**src/rtl/modmul_stream.sv**
```systemverilog
// Streaming (a*b) mod Q with a Barrett pipeline: operand register, then product, quotient estimate,
// partial remainder and final correction, all under one global enable. Optional MODMUL_CHECK_EN adds range_err.
module modmul_stream #(
  parameter int unsigned Q  = 12289,
  parameter int          K  = $clog2(Q),
  parameter int unsigned MU = 32'((64'd1 << (2 * K)) / Q)
) (
  input  logic         clock,
  input  logic         reset,
  input  logic         in_valid,
  output logic         in_ready,
  input  logic [K-1:0] in_a,
  input  logic [K-1:0] in_b,
  output logic         out_valid,
  input  logic         out_ready,
  output logic [K-1:0] out_r
`ifdef MODMUL_CHECK_EN
  ,
  output logic         range_err
`endif
);

  localparam int PW = 2 * K;
  localparam int TW = 2 * K + 2;
  localparam int RW = K + 2;

  localparam logic [RW-1:0] Q_R  = RW'(Q);
  localparam logic [TW-1:0] MU_T = TW'(MU);

  // Valid/ready: a transfer happens on a rising edge where valid and ready are both high; the whole
  // pipeline moves together whenever the output slot is empty or being drained (w_adv).
  logic w_adv;
  assign w_adv    = !r_v4 || out_ready;
  assign in_ready = w_adv;

  // Operand register: gives the accept-to-result latency of four edges.
  logic          r_v0;
  logic [K-1:0]  r_a;
  logic [K-1:0]  r_b;

  logic          r_v1;
  logic [PW-1:0] r_p1;

  logic          r_v2;
  logic [K:0]    r_qh2;
  logic [RW-1:0] r_p2;

  logic          r_v3;
  logic [RW-1:0] r_r3;

  logic          r_v4;
  logic [K-1:0]  r_out;

  logic [PW-1:0] w_prod;
  logic [K:0]    w_phi;
  logic [TW-1:0] w_t;
  logic [RW-1:0] w_qq;
  logic [RW-1:0] w_r;
  logic [RW-1:0] w_s1;
  logic [K-1:0]  w_s2;

  assign w_prod = PW'(r_a) * PW'(r_b);
  assign w_phi  = r_p1[PW-1:K-1];
  assign w_t    = TW'(w_phi) * MU_T;
  // Only the low K+2 bits of p - qh*Q matter since the true remainder is below 3Q < 2^(K+2).
  assign w_qq   = RW'(r_qh2) * Q_R;
  assign w_r    = r_p2 - w_qq;
  assign w_s1   = (r_r3 >= Q_R) ? (r_r3 - Q_R) : r_r3;
  assign w_s2   = K'((w_s1 >= Q_R) ? (w_s1 - Q_R) : w_s1);

  always_ff @(posedge clock or posedge reset) begin
    if (reset) begin
      r_v0  <= 1'b0;
      r_a   <= '0;
      r_b   <= '0;
      r_v1  <= 1'b0;
      r_p1  <= '0;
      r_v2  <= 1'b0;
      r_qh2 <= '0;
      r_p2  <= '0;
      r_v3  <= 1'b0;
      r_r3  <= '0;
      r_v4  <= 1'b0;
      r_out <= '0;
    end else if (w_adv) begin
      r_v0 <= in_valid;
      r_v1 <= r_v0;
      r_v2 <= r_v1;
      r_v3 <= r_v2;
      r_v4 <= r_v3;
      if (in_valid) begin
        r_a <= in_a;
        r_b <= in_b;
      end
      if (r_v0) r_p1 <= w_prod;
      if (r_v1) begin
        r_qh2 <= (K+1)'(w_t >> (K + 1));
        r_p2  <= r_p1[RW-1:0];
      end
      if (r_v2) r_r3 <= w_r;
      if (r_v3) r_out <= w_s2;
    end
  end

  assign out_valid = r_v4;
  assign out_r     = r_out;

`ifdef MODMUL_CHECK_EN
  localparam logic [K-1:0] Q_K = K'(Q);

  logic r_range_err;

  always_ff @(posedge clock or posedge reset) begin
    if (reset) begin
      r_range_err <= 1'b0;
    end else if (in_valid && w_adv && ((in_a >= Q_K) || (in_b >= Q_K))) begin
      r_range_err <= 1'b1;
    end
  end

  assign range_err = r_range_err;
`endif

endmodule
```
**config.mk**
```make
export PLATFORM = sky130hd
export DESIGN_NAME = modmul_stream
export DESIGN_NICKNAME = d
export VERILOG_FILES = /design/src/rtl/modmul_stream.sv
export SDC_FILE = /design/constraint.sdc
export NUM_CORES = 1
export LEC_CHECK = 0
export ABC_AREA = 1
export CAP_MARGIN = 20
export CORE_ASPECT_RATIO = 1.1
export CORE_MARGIN = 2
export CORE_UTILIZATION = 65
export DETAILED_ROUTE_END_ITERATION = 8
export PLACE_DENSITY = 0.83
export SLEW_MARGIN = 20
export SYNTH_ARGS = -nofsm -noshare
export SYNTH_HDL_FRONTEND = slang
export SYNTH_SLANG_ARGS = --single-unit
```
**constraint.sdc**
```tcl
create_clock -name clock -period 6.9 [get_ports clock]
set_clock_uncertainty 0.2 [all_clocks]
set_input_delay 0.69 -clock clock [delete_from_list [all_inputs] [get_ports clock]]
set_output_delay 0.69 -clock clock [all_outputs]
set_load 0.01 [all_outputs]
```
==> qor.txt <==
status: finished clean
# rows: 64
Crit Path Class: flop to flop
Post-CTS Setup Bufs: 0
Post-synth EDFFs: 0
largest net degree at the start of global routing: 66
CTS tree: built
GPL Wtd Cong: 0.8986
starting DRC count in detailed routing: 1112
slowest CP cell: dfrtp_1
RSZ-0062 raised after global routing: no
diode count: 0
Setup TNS: 0 ns
max-cap viol count: 0
Post-CTS Hold Buffers: 0
post-synth cell types: 47
crit end category: flop
layout cells sized above 1: 5.279%
H-tree Lvls: 4
total grt overflow: 0
Final min period: 6.238 ns
IO Port Bufs: 47
Final Instance Count excl. Fillers: 2655
Tcrit/Tclk final: 90.40%
die area: 29270 µm²
CP arrival: 6.38 ns
first-pass GRT wire length: 71640 µm
Startpoint Class: flop
drt total wl: 42030 µm
core area: 27630 µm²
count leader, synth: inv_1
initial core utilization: 65.68%
gr usage total: 30.64%
maximum achievable frequency: 160.3 MHz
post-synth top area share: 23.06%
slack of the critical path: 0.6625 ns
Post-Syn Nets: 2772
Max-Slew Margin vs Limit: 46.74%
Mapped Cells: 2255
number of global-route vias before repair: 15.24k
area grow syn2layout: 7.488%
most frequent cells after synthesis: inv_1, nand2_1, ha_1
drt first pass iters: 6
hpwl dp: 34290 µm
Warnings, synthesis: 0
CTS resizes: 0
sequential fraction of the synthesis area: 16.82%
vias: 14.52k
post-route antenna net violation count: 0
clock root buffer: clkbuf_16
Critical Path Max Stage Delay: 0.57 ns
initial antenna violation count: 0
Die Wd: 163.3 µm
dominant cell type by area after synthesis: fa_1
Hold Violations, Final: 0
total CTS buffers: 17
Vias/cell: 5.469
Top Ports: 48
Yosys reg bits: 122
Post-synth top flop: dfrtp_1
Fillers: 2116
max-slew violation count: 0
final setup violation count: 0
CP Buf/Inv Count: 8
Worst EP required: 7.04 ns
Worst-path clk slew: 0.07 ns
ys async rst share: 100.0%
HP Class: flop to flop
Setup WS pre-CTS: 0.7720 ns
Longest Clk Path Bufs: 2
placed insts: 2623
Synth Cell Area: 18150 µm²
Total Nets Final: 2796
most frequent CP cell: inv_1
hold slack: 0.2686 ns
CP delay by family, top: adder cells
critical path fanouts, max: 15
Die H: 179.2 µm
Routed wire per std cell: 15.83 µm
Worst Tran Pin Value: 0.7989 ns
Worst-Skew Late Latency: 0.44 ns
DRC errors left: 0
CTS sink count: 122
top cells by area, synth: fa_1, ha_1, dfrtp_1, inv_1, nand2_1
Syn Area/Cell: 8.047 µm²
-- cell families after synthesis --
logic type / count (synthesis) / synth area share [%]
and+or+nand+nor: 748 / 17.41
buffers and inverters: 597 / 12.48
adders and majority gates: 485 / 42.09
AOI/OAI and AO/OA: 226 / 7.095
DFF: 122 / 16.82
xor gates and xnor gates: 49 / 2.365
muxes: 28 / 1.738
-- final cells by class --
type | count | area (µm²) | area share (%)
clock buffers | 19 | 432.9 | 2.220
well taps | 363 | 454.2 | 2.329
repair buffers | 55 | 530.5 | 2.720
clock inverters | 13 | 145.1 | 0.7441
flip-flops and latches | 122 | 3053 | 15.65
inverters | 547 | 2056 | 10.54
multi-input cells | 1536 | 12830 | 65.80
-- final timing paths --
kind,from,endpoint,slack (ns),depth (start not counted)
max,r_a[7]$_DFFE_PP0P_,r_p1[21]$_DFFE_PP0P_,0.66,25
min in group asynchronous,reset,out_r[6]$_DFFE_PP0P_,0.55,2
min,r_p1[2]$_DFFE_PP0P_,r_p1[2]$_DFFE_PP0P_,0.27,2
max in group asynchronous,reset,r_p2[6]$_DFFE_PP0P_,4.65,3
min reg2reg,r_p1[2]$_DFFE_PP0P_,r_p1[2]$_DFFE_PP0P_,0.27,2
max reg2reg,r_a[7]$_DFFE_PP0P_,r_p1[21]$_DFFE_PP0P_,0.66,25
-- cell usage in the layout (no fill, tap or decap), drive strengths merged, types with 23 or more instances in the layout --
cell	instances
a21oi	70
nand3	77
a31oi	23
fa	209
clkdlybuf4s50	47
ha	276
nand2	529
xor2	29
dfrtp	122
o21ai	98
inv	547
mux2	28
nor2	89
-- worst register-to-register path, stage by stage (launching register included) --
cell      delay, ns
dfrtp_1        0.57
nand2_1        0.13
inv_1          0.07
fa_1           0.53
inv_1          0.05
fa_1           0.47
inv_1          0.05
fa_1           0.52
inv_1          0.07
fa_1           0.55
inv_1          0.05
fa_1           0.47
inv_1          0.05
fa_1           0.47
inv_1          0.04
ha_1           0.36
nand2_1        0.07
nor3_1         0.13
inv_1          0.08
o21ai_0        0.37
a21boi_0       0.25
o21bai_1       0.25
nand2_1        0.11
nand2_1        0.07
nand2_1        0.05
a31oi_1        0.12
-- registers in the layout, summed over array words and instances, names as in the netlist --
register	count
r_a	14
r_p2	16
r_v0	1
r_v1	1
r_r3	16
r_b	14
r_v2	1
out_valid	1
r_p1	28
r_qh2	15
r_v3	1
out_r	14
-- metal layers --
layer | GRT usage (%) | vias up | part of all wire, %
met5 | 0 | - | 0
met3 | 3.493 | 105 | 4.4
li1 | - | 6969 | -
met2 | 54.61 | 415 | 51
met4 | 12.28 | 0 | 3.2
met1 | 37.95 | 7031 | 41
-- metrics by stage --
stage | area (µm²) | utilization (%)
final | 19510 | 70.60
after global routing | 19510 | 70.60
after CTS | 19510 | 70.60
after floorplan | 18150 | -
after global placement | 18930 | 68.51
after detailed placement | 18930 | 68.51
Power is left out: the tool's default activity adds up to more than one toggle a clock period on the data nets, which glitch-free logic cannot reach.
